[src/rtl/cordic_iter_engine_if.sv]
// ============================================================================
// cordic_iter_engine_if : valid/ready operand and result bundle for the engine
// Rev 1.0
// ============================================================================
`default_nettype none

interface cordic_iter_engine_if #(
  parameter int W = 16
);
  logic                in_valid;
  logic                in_ready;
  logic                mode;
  logic signed [W-1:0] x_in;
  logic signed [W-1:0] y_in;
  logic signed [W-1:0] z_in;
  logic                out_valid;
  logic                out_ready;
  logic signed [W-1:0] x_out;
  logic signed [W-1:0] y_out;
  logic signed [W-1:0] z_out;
  logic                busy;

  modport master (
    output in_valid, mode, x_in, y_in, z_in, out_ready,
    input  in_ready, out_valid, x_out, y_out, z_out, busy
  );

  modport slave (
    input  in_valid, mode, x_in, y_in, z_in, out_ready,
    output in_ready, out_valid, x_out, y_out, z_out, busy
  );
endinterface

`default_nettype wire

[src/rtl/cordic_iter_engine.sv]
// ============================================================================
// cordic_iter_engine : folded CORDIC, one add/shift datapath, ITER_NUM steps
// Optional gain compensation stage: define CORDIC_GAIN_COMP_EN.   Rev 1.0
// ============================================================================
`default_nettype none

module cordic_iter_engine #(
  parameter int SYM_WIDTH = 1,
  parameter int INT_WIDTH = 1,
  parameter int DEC_WIDTH = 14,
  parameter int ITER_NUM  = 14
) (
  input  wire logic    clk,
  input  wire logic    rst_n,
  cordic_iter_engine_if.slave bus
);

  localparam int W            = SYM_WIDTH + INT_WIDTH + DEC_WIDTH;
  localparam int CNT_W        = $clog2(ITER_NUM) + 1;
  localparam int ROM_SHIFT    = 30 - DEC_WIDTH;
  localparam int ROM_SHIFT_M1 = (ROM_SHIFT > 0) ? ROM_SHIFT - 1 : 0;

  typedef enum logic [1:0] {
    IDLE = 2'd0,
    RUN  = 2'd1,
    COMP = 2'd2,
    DONE = 2'd3
  } state_t;

`ifdef CORDIC_GAIN_COMP_EN
  localparam state_t AFTER_RUN = COMP;
  localparam logic signed [W-1:0] KINV =
    W'($rtoi(0.6072529350 * (2.0 ** DEC_WIDTH) + 0.5));
`else
  localparam state_t AFTER_RUN = DONE;
`endif

  state_t              state;
  state_t              state_nx;
  logic [CNT_W-1:0]    cnt;
  logic                mode_q;
  logic signed [W-1:0] x;
  logic signed [W-1:0] y;
  logic signed [W-1:0] z;
  logic                dir;
  logic signed [W-1:0] x_sh;
  logic signed [W-1:0] y_sh;
  logic signed [W-1:0] atan_cur;
  logic signed [W-1:0] x_it;
  logic signed [W-1:0] y_it;
  logic signed [W-1:0] z_it;

  // atan(2^-i) in Q30, rescaled to DEC_WIDTH fraction bits with round-half-up
  function automatic logic signed [W-1:0] atan_rom(input int i);
    logic [31:0] q30;
    case (i)
      0:       q30 = 32'd843314857;
      1:       q30 = 32'd497837829;
      2:       q30 = 32'd263043837;
      3:       q30 = 32'd133525159;
      4:       q30 = 32'd67021687;
      5:       q30 = 32'd33543516;
      6:       q30 = 32'd16775851;
      7:       q30 = 32'd8388437;
      8:       q30 = 32'd4194283;
      9:       q30 = 32'd2097149;
      10:      q30 = 32'd1048576;
      11:      q30 = 32'd524288;
      12:      q30 = 32'd262144;
      13:      q30 = 32'd131072;
      14:      q30 = 32'd65536;
      15:      q30 = 32'd32768;
      default: q30 = 32'd0;
    endcase
    if (ROM_SHIFT > 0) q30 = (q30 + (32'd1 << ROM_SHIFT_M1)) >> ROM_SHIFT;
    return W'(q30);
  endfunction

  // Rotation steers z toward zero (negative z takes the d=1 branch);
  // vectoring steers y toward zero.
  always_comb begin
    dir      = mode_q ? z[W-1] : ~(x[W-1] ^ y[W-1]);
    x_sh     = x >>> cnt;
    y_sh     = y >>> cnt;
    atan_cur = atan_rom(int'(cnt));
    if (dir) begin
      x_it = x + y_sh;
      y_it = y - x_sh;
      z_it = z + atan_cur;
    end else begin
      x_it = x - y_sh;
      y_it = y + x_sh;
      z_it = z - atan_cur;
    end
  end

`ifdef CORDIC_GAIN_COMP_EN
  logic signed [2*W-1:0] x_wide;
  logic signed [2*W-1:0] y_wide;
  logic signed [2*W-1:0] k_wide;
  logic signed [W-1:0]   x_comp;
  logic signed [W-1:0]   y_comp;

  always_comb begin
    x_wide = {{W{x[W-1]}}, x};
    y_wide = {{W{y[W-1]}}, y};
    k_wide = {{W{KINV[W-1]}}, KINV};
    x_comp = W'((x_wide * k_wide) >>> DEC_WIDTH);
    y_comp = W'((y_wide * k_wide) >>> DEC_WIDTH);
  end
`endif

  always_comb begin
    state_nx = state;
    case (state)
      IDLE:    if (bus.in_valid) state_nx = RUN;
      RUN:     if (cnt == CNT_W'(ITER_NUM - 1)) state_nx = AFTER_RUN;
      COMP:    state_nx = DONE;
      DONE:    if (bus.out_ready) state_nx = IDLE;
      default: state_nx = IDLE;
    endcase
  end

  always_ff @(posedge clk) begin
    if (!rst_n) begin
      state  <= IDLE;
      cnt    <= '0;
      mode_q <= 1'b0;
      x      <= '0;
      y      <= '0;
      z      <= '0;
    end else begin
      state <= state_nx;
      case (state)
        IDLE: begin
          if (bus.in_valid) begin
            x      <= bus.x_in;
            y      <= bus.y_in;
            z      <= bus.z_in;
            mode_q <= bus.mode;
            cnt    <= '0;
          end
        end
        RUN: begin
          x   <= x_it;
          y   <= y_it;
          z   <= z_it;
          cnt <= cnt + CNT_W'(1);
        end
`ifdef CORDIC_GAIN_COMP_EN
        COMP: begin
          x <= x_comp;
          y <= y_comp;
        end
`endif
        default: ;
      endcase
    end
  end

  // Working registers only change in IDLE-accept/RUN/COMP, so they double as
  // the held result in DONE.
  assign bus.in_ready  = (state == IDLE);
  assign bus.out_valid = (state == DONE);
  assign bus.busy      = (state != IDLE);
  assign bus.x_out     = x;
  assign bus.y_out     = y;
  assign bus.z_out     = z;

endmodule

`default_nettype wire
[src/flat_wrapper.sv]
// flat-port wrapper written by rule: the top's interface ports become plain ports
module cordic_iter_engine_flat 
#(
  parameter int SYM_WIDTH = 1,
  parameter int INT_WIDTH = 1,
  parameter int DEC_WIDTH = 14,
  parameter int ITER_NUM  = 14
)
  (clk, rst_n, bus_in_valid, bus_mode, bus_x_in, bus_y_in, bus_z_in, bus_out_ready, bus_in_ready, bus_out_valid, bus_x_out, bus_y_out, bus_z_out, bus_busy);
  cordic_iter_engine_if bus_i ();
  input  wire logic clk;
  input  wire logic rst_n;
  input wire logic [$bits(bus_i.in_valid)-1:0] bus_in_valid;
  input wire logic [$bits(bus_i.mode)-1:0] bus_mode;
  input wire logic [$bits(bus_i.x_in)-1:0] bus_x_in;
  input wire logic [$bits(bus_i.y_in)-1:0] bus_y_in;
  input wire logic [$bits(bus_i.z_in)-1:0] bus_z_in;
  input wire logic [$bits(bus_i.out_ready)-1:0] bus_out_ready;
  output wire logic [$bits(bus_i.in_ready)-1:0] bus_in_ready;
  output wire logic [$bits(bus_i.out_valid)-1:0] bus_out_valid;
  output wire logic [$bits(bus_i.x_out)-1:0] bus_x_out;
  output wire logic [$bits(bus_i.y_out)-1:0] bus_y_out;
  output wire logic [$bits(bus_i.z_out)-1:0] bus_z_out;
  output wire logic [$bits(bus_i.busy)-1:0] bus_busy;
  assign bus_i.in_valid = bus_in_valid;
  assign bus_i.mode = bus_mode;
  assign bus_i.x_in = bus_x_in;
  assign bus_i.y_in = bus_y_in;
  assign bus_i.z_in = bus_z_in;
  assign bus_i.out_ready = bus_out_ready;
  assign bus_in_ready = bus_i.in_ready;
  assign bus_out_valid = bus_i.out_valid;
  assign bus_x_out = bus_i.x_out;
  assign bus_y_out = bus_i.y_out;
  assign bus_z_out = bus_i.z_out;
  assign bus_busy = bus_i.busy;
  cordic_iter_engine #(.SYM_WIDTH(SYM_WIDTH), .INT_WIDTH(INT_WIDTH), .DEC_WIDTH(DEC_WIDTH), .ITER_NUM(ITER_NUM)) u_core (.clk(clk), .rst_n(rst_n), .bus(bus_i));
endmodule
[config.mk]
export PLATFORM = sky130hd
export DESIGN_NAME = cordic_iter_engine_flat
export DESIGN_NICKNAME = d
export VERILOG_FILES = /design/src/rtl/cordic_iter_engine_if.sv /design/src/rtl/cordic_iter_engine.sv /design/src/flat_wrapper.sv
export SDC_FILE = /design/constraint.sdc
export NUM_CORES = 1
export LEC_CHECK = 0
export ABC_AREA = 0
export BUFFER_PORTS_ARGS = -buffer_cell sky130_fd_sc_hd__buf_2
export CELL_PAD_IN_SITES_DETAIL_PLACEMENT = 0
export CELL_PAD_IN_SITES_GLOBAL_PLACEMENT = 1
export CORE_AREA = 2 2 171 173
export CTS_BUF_LIST = sky130_fd_sc_hd__clkbuf_8
export DETAILED_ROUTE_END_ITERATION = 7
export DIE_AREA = 0 0 173 175
export PLACE_DENSITY_LB_ADDON = 0.1
export SYNTH_ARGS = -nofsm -noshare
export SYNTH_HDL_FRONTEND = slang
export SYNTH_SLANG_ARGS = --single-unit
[constraint.sdc]
create_clock -name clk -period 6.78 [get_ports clk]
set_input_delay 0.339 -clock clk [delete_from_list [all_inputs] [get_ports clk]]
set_output_delay 0.339 -clock clk [all_outputs]
set_load 0.02 [all_outputs]
==> results by group <==
Hold path
  – Hold Crit Class: input port to flip-flop
  – Worst Hold Launch: bus_z_in[13]

STA
  – Worst slew pin tran: 901 ps
  – Max Fclk: 184 MHz
  – Fin crit share: 0.800
  – Setup TNS: 0 ps
  – Final worst clock skew: 19.0 ps
  – Unrepaired setup endpoints after global routing: no
  – Worst setup margin: 1350 ps
  – Final setup violation count: 0
  – Worst slew margin: 0.397
  – Final min period: 5430 ps
  – Fin. max-slew vios: 0
  – Final Hold Viols: 0

Place
  – Dpl ws: 1360 ps
  – # port buffers: 103
  – GPL Wtd Cong: 0.894
  – HPWL Detailed: 24300 µm

Drt
  – DRC: 0
  – Iter 0 DRT Violations: 610
  – Wire per inst: 21.0 µm
  – Post-route antenna net violation count: 0
  – Pre-Repair DR Iteration Count: 7
  – Via count: 8276
  – Routed via count divided by cell count: 5.36
  – Final wirelength: 32500 µm

Global route
  – First-pass GRT wire length: 49600 µm
  – Vias in the first global route: 8206
  – GR Util met3: 0.0252
  – Total GRT Usage: 0.212
  – Global routing's busiest layer: met2
  – Largest net degree at the start of global routing: 46
  – GRT overflow: 0
  – Initial antenna violation count: 0
  – Grt met1 use: 0.265
  – GR Util met2: 0.381

Die
  – Core box area: 28400 µm²
  – Initial Utilization: 0.297
  – Floorplan row count: 62
  – Die height: 175 µm
  – Die width: 173 µm
  – Die area: 30300 µm²
  – I/O pin count: 104

Final layout
  – Area grow syn2layout: 10.9%
  – Filler cell count: 3150
  – # nets final: 1279
  – Number of diodes: 0
  – Ratio of cells with drive above 1 in the final layout: 0.162

Worst setup path
  – R2R Path End: u_core.bus.x_out[14]
  – Critical path arrival: 5730 ps
  – Slowest cell delay on critical path: 830 ps
  – Critical Path End: u_core.bus.x_out[14]
  – Reg2reg setup slack: 1350 ps
  – Crit path launch type: flip-flop
  – Setup crit start: u_core.cnt[0]
  – Crit path top cell by count: a21oi_1
  – Crit path max fanout: 30
  – Reg2Reg Depth: 16
  – Worst path required time: 7090 ps
  – Slowest-stage cell, CP: dfxtp_2
  – Crit. End Element: flip-flop
  – Reg2reg start: u_core.cnt[0]
  – Worst path cell trace: buf_4, mux4_2, a221oi_1, ha_1, nor2_1, a21oi_1, fa_1, a21o_1, a21oi_1, o21bai_1, a21oi_1, o21ai_0, a31o_2, a41oi_1, mux2_2, a311oi_1
  – Critical path type: flip-flop to flip-flop

Yosys
  – YS warnings: 0
  – Most frequent cell after synthesis: nand2_1
  – Synth Area per Inst: 7.73 µm²
  – Syn_nets: 1213
  – Synth area leader: dfxtp_1
  – #FFs+latches synth: 71
  – Cell variety after synth: 82
  – Post-synth top cells: nand2_1 (114), a21oi_1 (111), nor2_1 (105)
  – FFs w/ async S/R, synth: 0
  – Post-synthesis instance total: 1091
  – Synth Flop Type: dfxtp_1
  – Synth top area share: 0.169
  – Cell Area, Synth: 8430 µm²
  – Largest cells by area after synthesis: dfxtp_1 (17%), ha_1 (9.8%), a21oi_1 (6.6%), xnor2_1 (6.4%), nand2_1 (5.1%)
  – Post-synth EDFFs: 0
  – Post-synthesis sequential area ratio: 0.169

Flow run
  – Max_cap viols: 0

Clock network
  – H-tree depth: 3
  – CTS buffer count: 9
  – Clock Pin Slew Worst Setup and Hold Paths: 100 ps
  – CTS Sinks: 71
  – Setup Buffers After CTS: 0
  – CTS root buf: clkbuf_8
  – Clk Latency, worst-skew pair: 390 ps
  – Longest Clk Path Bufs: 2
  – Hold_buf cts: 0
  – TritonCTS clock tree: done
  – PostCTS Resize Cnt: 0

Outcome
  – Outcome: finished clean
## how the worst min path moves through the flow
stage	end	slack [ps]	depth (start not counted)
2_1_floorplan	u_core.mode_q	480	2
3_3_place_gp	u_core.bus.z_out[2]	490	2
3_5_place_dp	u_core.bus.z_out[2]	480	2
4_1_cts	u_core.bus.z_out[13]	190	3
5_1_grt	u_core.bus.z_out[13]	210	3
6_report	u_core.bus.z_out[13]	210	3
## kinds of logic after synthesis
family,after synthesis,synth area share
compound gates,333,0.246
mux,68,0.122
buf+inv,100,0.0637
xor+xnor,89,0.0924
fa+ha+maj,69,0.105
flops,71,0.169
simple gates,361,0.202
## cell type report
class	count	area [µm²]	area share
well taps	384	480	0.0514
flip-flops and latches	71	1420	0.152
clock inverters	5	33.8	0.00361
repair buffers	120	643	0.0688
clock buffers	10	138	0.0147
multi-input cells	920	6500	0.695
inverters	35	131	0.0141
## placed cells by master (no fill, tap or decap), types with 14 or more instances in the layout
| cell | Yosys | final |
|---|---|---|
| dfxtp_1 | 71 | 70 |
| buf_4 | 0 | 17 |
| nor2_1 | 105 | 105 |
| a21o_1 | 14 | 14 |
| a211oi_1 | 28 | 28 |
| o21ai_0 | 65 | 65 |
| nand3_1 | 38 | 38 |
| a31oi_1 | 17 | 17 |
| nor3_1 | 19 | 19 |
| a21oi_1 | 111 | 111 |
| inv_1 | 33 | 33 |
| mux4_2 | 15 | 15 |
| or3_1 | 14 | 14 |
| mux2i_1 | 30 | 30 |
| nand2_1 | 114 | 114 |
| xor2_1 | 27 | 27 |
| buf_2 | 5 | 103 |
| xnor2_1 | 62 | 62 |
| ha_1 | 66 | 65 |
## worst max-delay path, delay by kind of cell (launching register included)
family,cells,cell delay [ps]
AO/OA/AOI/OAI,10,2280
multiplexers,2,920
flip-flops,1,830
adder cells (fa/ha/maj),2,810
buffers and inverters,1,370
AND/OR/NAND/NOR,1,100
## through the flow
step                 util  cells  instance area (µm²)  hold slack, ps
finish              0.329   1545                 9350             214
global route        0.329   1545                 9350             208
CTS                 0.329   1545                 9350             191
detailed placement  0.323   1530                 9180             484
global placement    0.323   1530                 9180             486
floorplan               -   1091                 8430             475
## per-layer routing
| metal | part of all wire | routed length [µm] |
|---|---|---|
| met5 | 0 | 0 |
| met4 | 0.024 | 793 |
| met3 | 0.031 | 1010 |
| met2 | 0.50 | 16200 |
| met1 | 0.45 | 14500 |
Power is not shown: default switching activity piles up to over one toggle a cycle in this logic, so the estimate is an artifact.
